**src/rtl/scan_mux_if.sv**
```systemverilog
// Channel data / select / display bus between the source blocks and scan_mux.
interface scan_mux_if #(
  parameter int N_CH = 4,
  parameter int W    = 3
);
  localparam int SELW = (N_CH > 1) ? $clog2(N_CH) : 1;

  logic [N_CH*W-1:0] din;
  logic [SELW-1:0]   sel;
  logic              auto;
  logic [W-1:0]      result;
  logic [SELW-1:0]   ch;
  logic              switch_pulse;

  modport master (output din, sel, auto, input result, ch, switch_pulse);
  modport slave  (input din, sel, auto, output result, ch, switch_pulse);
endinterface

```
**src/rtl/scan_mux.sv**
```systemverilog
// N-channel registered display selector with manual/auto-scan, change blanking
// and switch pulse. Optional hold input enabled by SCAN_MUX_FREEZE_EN.
module scan_mux #(
  parameter int N_CH  = 4,
  parameter int W     = 3,
  parameter int DWELL = 8,
  parameter int BLANK = 1
)(
  input  logic       clk,
  input  logic       rst,
`ifdef SCAN_MUX_FREEZE_EN
  input  logic       freeze,
`endif
  scan_mux_if.slave  bus
);
  localparam int SELW  = (N_CH > 1) ? $clog2(N_CH) : 1;
  localparam int DWW   = $clog2(DWELL + 1);
  localparam int BCW   = (BLANK > 1) ? $clog2(BLANK) : 1;
  localparam bit MULTI = (N_CH > 1);

  typedef enum logic {SHOW, BLNK} state_t;

  state_t                  state, state_nx;
  logic [SELW-1:0]         ch_q, ch_nx, target;
  logic [DWW-1:0]          dw_q, dw_nx;
  logic [BCW-1:0]          bc_q, bc_nx;
  logic [W-1:0]            res_q, res_nx;
  logic                    sp_q, sp_nx;
  logic                    req, sel_ok, hold;
  logic [N_CH-1:0][W-1:0]  din_a;

  assign din_a  = bus.din;
  assign sel_ok = {1'b0, bus.sel} < (SELW+1)'(N_CH);

`ifdef SCAN_MUX_FREEZE_EN
  assign hold = freeze;
`else
  assign hold = 1'b0;
`endif

  always_ff @(posedge clk) begin
    if (rst) begin
      state <= SHOW;
      ch_q  <= '0;
      dw_q  <= '0;
      bc_q  <= '0;
      res_q <= '0;
      sp_q  <= 1'b0;
    end else begin
      state <= state_nx;
      ch_q  <= ch_nx;
      dw_q  <= dw_nx;
      bc_q  <= bc_nx;
      res_q <= res_nx;
      sp_q  <= sp_nx;
    end
  end

  always_comb begin
    state_nx = state;
    ch_nx    = ch_q;
    dw_nx    = dw_q;
    bc_nx    = bc_q;
    res_nx   = res_q;
    sp_nx    = 1'b0;
    if (bus.auto) begin
      target = (ch_q == SELW'(N_CH - 1)) ? '0 : ch_q + 1'b1;
      req    = MULTI && (dw_q == DWW'(DWELL - 1));
    end else begin
      target = bus.sel;
      req    = MULTI && sel_ok && (bus.sel != ch_q);
    end
    if (!hold) begin
      unique case (state)
        SHOW: begin
          if (req) begin
            ch_nx = target;
            sp_nx = 1'b1;
            dw_nx = '0;
            if (BLANK > 0) begin
              state_nx = BLNK;
              bc_nx    = '0;
              res_nx   = '0;
            end else begin
              res_nx = din_a[target];
            end
          end else begin
            res_nx = din_a[ch_q];
            dw_nx  = bus.auto ? dw_q + 1'b1 : '0;
          end
        end
        BLNK: begin
          dw_nx = '0;
          // Exit edge already loads the new channel so result is 0 for exactly BLANK cycles.
          if (bc_q == BCW'(BLANK - 1)) begin
            state_nx = SHOW;
            bc_nx    = '0;
            res_nx   = din_a[ch_q];
          end else begin
            bc_nx  = bc_q + 1'b1;
            res_nx = '0;
          end
        end
        default: state_nx = SHOW;
      endcase
    end
  end

  assign bus.result       = res_q;
  assign bus.ch           = ch_q;
  assign bus.switch_pulse = sp_q;
endmodule

```
**src/flat_wrapper.sv**
```systemverilog
// flat-port wrapper written by rule: the top's interface ports become plain ports
module scan_mux_flat 
#(
  parameter int N_CH  = 4,
  parameter int W     = 3,
  parameter int DWELL = 8,
  parameter int BLANK = 1
)
  (clk, rst, bus_din, bus_sel, bus_auto, bus_result, bus_ch, bus_switch_pulse);
  scan_mux_if #(.N_CH(N_CH), .W(W)) bus_i ();
  input  logic clk;
  input  logic rst;
  input wire logic [$bits(bus_i.din)-1:0] bus_din;
  input wire logic [$bits(bus_i.sel)-1:0] bus_sel;
  input wire logic [$bits(bus_i.auto)-1:0] bus_auto;
  output wire logic [$bits(bus_i.result)-1:0] bus_result;
  output wire logic [$bits(bus_i.ch)-1:0] bus_ch;
  output wire logic [$bits(bus_i.switch_pulse)-1:0] bus_switch_pulse;
  assign bus_i.din = bus_din;
  assign bus_i.sel = bus_sel;
  assign bus_i.auto = bus_auto;
  assign bus_result = bus_i.result;
  assign bus_ch = bus_i.ch;
  assign bus_switch_pulse = bus_i.switch_pulse;
  scan_mux #(.N_CH(N_CH), .W(W), .DWELL(DWELL), .BLANK(BLANK)) u_core (.clk(clk), .rst(rst), .bus(bus_i));
endmodule
```
**config.mk**
```make
export PLATFORM = sky130hd
export DESIGN_NAME = scan_mux_flat
export DESIGN_NICKNAME = d
export VERILOG_FILES = /design/src/rtl/scan_mux_if.sv /design/src/rtl/scan_mux.sv /design/src/flat_wrapper.sv
export SDC_FILE = /design/constraint.sdc
export NUM_CORES = 1
export LEC_CHECK = 0
export CELL_PAD_IN_SITES_DETAIL_PLACEMENT = 1
export CELL_PAD_IN_SITES_GLOBAL_PLACEMENT = 1
export CORE_MARGIN = 5
export CORE_UTILIZATION = 26
export DETAILED_ROUTE_END_ITERATION = 8
export GPL_TIMING_DRIVEN = 0
export PLACE_DENSITY_LB_ADDON = 0.1
export SLEW_MARGIN = 10
export SYNTH_ARGS = -nofsm -noshare
export SYNTH_HDL_FRONTEND = slang
export SYNTH_SLANG_ARGS = --single-unit
```
**constraint.sdc**
```tcl
create_clock -name clk -period 1.2 [get_ports clk]
set_input_delay 0.36 -clock clk [delete_from_list [all_inputs] [get_ports clk]]
set_output_delay 0.36 -clock clk [all_outputs]
set_load 0.02 [all_outputs]
```
## Word-level counts from Yosys, hierarchy flattened

Index checks and enable logic that the tools add are counted.

| word-level totals | value |
|---|---|
| register bits | 12 |
| bits in latches | 0 |
| memory bits (writable) | 0 |
| memory bits (read-only) | 0 |
| input bits | 17 |
| output and inout port bits | 6 |
| word-level logic and storage cells | 34 |
| memories | 0 |

| cells by class | value |
|---|---|
| add/sub/neg operators | 3 |
| multipliers | 0 |
| div/mod/pow operators | 0 |
| order comparisons | 1 |
| eq/ne operators | 4 |
| shifts and indexed selects | 0 |
| multiplexer cells | 17 |
| bitwise gates (word level) | 1 |
| reductions and logical operators | 2 |

Operators with widths:

| cell | count |
|---|---|
| two-way mux 3 bit | 3 |
| two-way mux 4 bit | 2 |
| case mux 4 bit (2 select lines) | 1 |
| binary-select mux 3 bit (select 2 bit) | 1 |
| case mux 3 bit (2 select lines) | 1 |
| two-way mux 1 bit | 5 |
| adder 4 x 1 -> 4 bit (second input constant) | 1 |
| equality test 4 x 3 -> 1 bit (second input constant) | 1 |
| two-way mux 2 bit | 2 |
| case mux 1 bit (2 select lines) | 2 |
| less-than comparator 2 x 3 -> 1 bit (second input constant) | 1 |
| adder 2 x 1 -> 2 bit (second input constant) | 1 |
| equality test 2 bit (second input constant) | 1 |
| inequality test 2 x 1 -> 1 bit (second input constant) | 1 |
| inequality test 2 bit | 1 |
| AND reduction 2 bit | 1 |
| OR reduction 2 bit | 1 |
| adder 1 bit (second input constant) | 1 |
| NOT 1 bit | 1 |

## Depth between registers and ports, before layout

Gate-level depths: netlist (run 1).

| depth | value |
|---|---|
| depth in word-level cells | 4 |
| depth in mapped cells | 4 |
| mapped depth without buffers | 4 |

## Worst setup path after synthesis (run 1)

No wires, ideal clock.

| timing | value |
|---|---|
| path type | reg2reg |
| from | register u_core.ch_q[0] (netlist: u_core.bus.ch[0]) |
| to | register u_core.res_q[0] (netlist: u_core.bus.result[0]) |
| library setup time | 0.126 ns |
| arrival time | 1.210 ns |
| required time | 1.074 ns |
| path slack | -0.137 ns |
| cell stages (with the launch flop) | 5 |
| path buffers | 1 |
| clock period less this slack | 1.337 ns |
| cells stage by stage | dfxtp_1 -> buf_6 -> mux4_2 -> nand2b_1 -> a21oi_1 |

| between the ends | value |
|---|---|
| cells in the longest elaborated chain, start to end | 4 |
| elaborated cells between the ends (all ways) | 7 |
| classes of those cells | eq/ne: 1; mux: 6 |

RTL lines:

| item | line | source |
|---|---|---|
| start: declaration | scan_mux.sv:24 | `logic [SELW-1:0] ch_q, ch_nx, target;` |
| start signal: assignment | scan_mux.sv:51 | `ch_q <= ch_nx;` |
| binary-select mux 3 bit (select 2 bit) or inequality test 2 bit (tied branches) | scan_mux.sv:88, scan_mux.sv:98, scan_mux.sv:71 |  |
| two-way mux 3 bit (implied by the code) or two-way mux 1 bit (tied branches) | scan_mux.sv:88, scan_mux.sv:98, scan_mux.sv:66 |  |
| two-way mux 3 bit (on tied branches) | scan_mux.sv:95, scan_mux.sv:76 |  |
| case mux 3 bit (2 select lines) * | scan_mux.sv:74 | `unique case (state)` |
| end signal: assignment | scan_mux.sv:54 | `res_q <= res_nx;` |
| end: declaration | scan_mux.sv:27 | `logic [W-1:0] res_q, res_nx;` |

Mark *: on every way between the ends. The rest lies on a longest branch, timed or not. The select of a mux whose other input is x is not followed.
A chain may end at the register's enable or synchronous reset.

## Worst setup path in the final report (run 1)

| timing | value |
|---|---|
| from | register u_core.ch_q[0] (netlist: u_core.bus.ch[0]) |
| to | register u_core.res_q[2] (netlist: u_core.bus.result[2]) |

Same word-level chain as after synthesis.

==> flow_summary.ini, run 1 <==
[setup_path]
critical_path.startpoint = u_core.bus.ch[0]$_SDFFE_PP0P_
cp.arrival_ns = 1.37
path_class = reg -> reg
reg2reg_slack_ns = -0.02
cp_max_fo = 6
path_depth = 4
path_delay_family = multiplexers
cp-end-kind = register
rr_endpoint = u_core.bus.result[2]$_SDFF_PP0_
critPathBufInv = 1
max_stage_delay_ns = 0.50
cp_slowest_cell = mux4_2
r2r-start = u_core.bus.ch[0]$_SDFFE_PP0P_
path_cells = buf_8 -> mux4_2 -> nand2b_1 -> a21oi_1
ff2ff_path_depth = 4
start_kind = register
cp.required_ns = 1.35
endpoint = u_core.bus.result[2]$_SDFF_PP0_

[placed_design]
gp_congestion = 0.6950
port_buffers = 22
place_area_um2 = 763.2
dp_hpwl_mm = 1.063
dp.cells = 97

[die]
ioPinCount = 23
fp.dieW_um = 54.09
core_area_um2 = 1902
die_h_um = 54.09
die_area_um2 = 2926
start_util_pct = 26.58
rows = 16

[clock_tree]
cts_tree = built
cts_sinks = 10
root_buffer = clkbuf_4
cts_buffers = 3
cts_max_level = 1
clock_path_buffers = 2
hold_buffers = 0
clock_latency_ns = 0.26
clk_pin_slew_ns = 0.07

[sta]
hold_viol_final = 0
setup_ws_ns = -0.01691
max_slew_margin_pct = 79.80
slew_viol_final = 0
fmax_mhz = 821.8
worstMarginPinSlew_ns = 0.3030
final.period_utilization_pct = 101.4
setup_viol = 3
rsz0062_at_grt = yes
period_minus_slack_ns = 1.217
fin_tns_setup_ns = -0.03234
clock_skew_ns = 0.005346

[layout]
final_core_util_pct = 43.88
diodes = 0
layout.cells.non_filler = 105
nNetsFinal = 98
final_area_um2 = 834.6
syn_to_final_growth_pct = 65.10
drive_gt1_share_pct = 33.33

[routing]
routed_via_density = 4.581
drc = 0
postRouteAntennaNets = 0
wl_met1_um = 549
post_drt_wl_per_cell_um = 12.92
wl_met3_um = 117
wirelength_mm = 1.357
wl_met2_um = 690
drtIter0Drc = 3
drt_first_pass_iters = 4
routed.top_layer = met3
via_count = 481

[synthesis]
synth_flop_cell = dfxtp_1
yosysTopAreaCellShare_pct = 39.60
synth-edff-count = 0
synth_cell_types = 20
synthCells = 48
synth_seq_cells = 10
synth.avg_cell_area_um2 = 10.53
yosys-top-cells-count = 10 x dfxtp_1, 5 x nor2_1, 4 x a21oi_1
synth.cell_area_um2 = 505.5
synth_fp_nets = 67
ys_top_cells_by_area = dfxtp_1 40%, mux4_2 13%, ha_1 5.0%
synth.most_common_cell = dfxtp_1
yosysSeqAreaShare_pct = 39.60
async_flop_share_pct = 0
synth_area_leader_cell = dfxtp_1
yosys_warnings = 0

[grt]
antenna_found_initial = 0
overflow = 0
grt.total_usage_pct = 10.49
grt_pass1_wl_mm = 2.132
first_global_vias = 495
grt_max_degree = 8

[pwr]
p_leak_uw = 0.0003558
powerDensity_nw_per_um2 = 1058
design_power_total_uw = 882.7
max-vdd-ir-drop_v = 0.0006735

[status]
violations = negative setup slack
status = finished with violations

[worst_hold_path]
hold_class = in -> reg

[job]
maxCapViolations = 0
==> through the flow <==
| stage | hold WS (ns) | worst slack, ns |
|---|---|---|
| 5_1_grt | 0.4368 | -0.07332 |
| 2_1_floorplan | 0.4179 | -0.01360 |
| 4_1_cts | 0.4559 | -0.04106 |
| 6_report | 0.4412 | -0.01691 |
| 3_5_place_dp | 0.4458 | -0.4708 |
| 3_3_place_gp | 0.4358 | -0.4253 |
==> cells in the final DEF, fill, tap and decap left out <==
cell type,netlist,layout
clkdlybuf4s50_1,0,12
buf_4,0,6
nor2_1,5,5
dfxtp_1,10,5
a21oi_1,4,4
buf_2,0,4
nand3_1,3,3
mux4_2,3,3
nand2b_1,3,3
clkbuf_4,0,3
dlygate4sd2_1,0,3
dfxtp_2,0,3
inv_1,2,2
xnor2_1,2,2
nor3_1,2,2
a211oi_1,2,2
xor2_1,2,2
dfxtp_4,0,2
nand3b_1,1,1
a21oi_4,0,1
buf_8,0,1
nor3b_1,1,1
and4bb_2,1,1
and3b_1,1,1
mux2i_1,1,1
and3_1,1,1
ha_4,0,1
ha_1,2,1
clkbuf_8,0,1
dlymetal6s2s_1,0,1
==> power breakdown <==
group / switching [µW] / internal [µW]
clock: 110 / 184
combinational: 93.7 / 126
sequential: 15.0 / 354
==> layer usage <==
layer | vias up | global-route usage [%]
met3 | 0 | 5.263
met5 | - | 0
met2 | 14 | 18.75
met4 | 0 | 2.490
met1 | 232 | 10.85
li1 | 235 | -
==> state kept, by name, indices dropped and copies added (netlist names) <==
register / count
u_core.bus.switch_pulse: 1
u_core.bus.ch: 2
u_core.bus.result: 3
u_core.dw_q: 4
==> area by class of cell <==
type	count	area, µm²
Buffer	1	15.01
Clock buffer	4	36.28
Fill cell	224	1067
Inverter	2	7.507
Multi-Input combinational cell	35	306.5
Sequential cell	10	211.5
Tap cell	27	33.78
Timing Repair Buffer	26	224.0
==> logic make-up after synthesis <==
family                   count (synthesis)  share of synthesized area, %
buffers and inverters                    3                         3.713
flip-flops                              10                         39.60
multiplexers                             4                         15.35
adder cells (fa/ha/maj)                  2                         4.950
AO/OA/AOI/OAI                            7                         8.663
AND/OR/NAND/NOR                         18                         20.79
XOR/XNOR                                 4                         6.932
==> worst reg2reg max path, delay by kind of cell, from the launching register on <==
kind	cells	cell delay, ns
compound gates	1	0.04
buf+inv	1	0.12
flops	1	0.36
mux	1	0.50
simple gates	1	0.10
==> worst min-delay path by stage <==
stage	from	to	slack, ns	cells past startpoint
CTS	u_core.dw_q[0]$_SDFF_PP0_	u_core.dw_q[0]$_SDFF_PP0_	0.46	1
detailed placement	u_core.dw_q[0]$_SDFF_PP0_	u_core.dw_q[0]$_SDFF_PP0_	0.45	1
floorplan	u_core.dw_q[0]$_SDFF_PP0_	u_core.dw_q[0]$_SDFF_PP0_	0.42	1
finish	rst	u_core.bus.ch[1]$_SDFFE_PP0P_	0.44	2
global placement	u_core.dw_q[0]$_SDFF_PP0_	u_core.dw_q[0]$_SDFF_PP0_	0.44	1
global route	rst	u_core.bus.ch[1]$_SDFFE_PP0P_	0.44	2
==> repair_timing <==
item,4_1_cts,5_1_grt
setup endpoints to repair,12,12
pin swaps,3,2
gates resized for setup,31,8
endpoints found under the hold margin,0,0
buffers inserted,1,3
gates cloned,0,0
(Power assumes the default switching activity.)
==> run 2: changes to the inputs <==
--- a/config.mk
+++ b/config.mk
@@ -12,7 +12,6 @@
 export DETAILED_ROUTE_END_ITERATION = 8
 export GPL_TIMING_DRIVEN = 0
 export PLACE_DENSITY_LB_ADDON = 0.1
-export SLEW_MARGIN = 10
 export SYNTH_ARGS = -nofsm -noshare
 export SYNTH_HDL_FRONTEND = slang
 export SYNTH_SLANG_ARGS = --single-unit
==> results of run 2 <==
No change in the layout: final DEF, timing and power equal those of run 1.
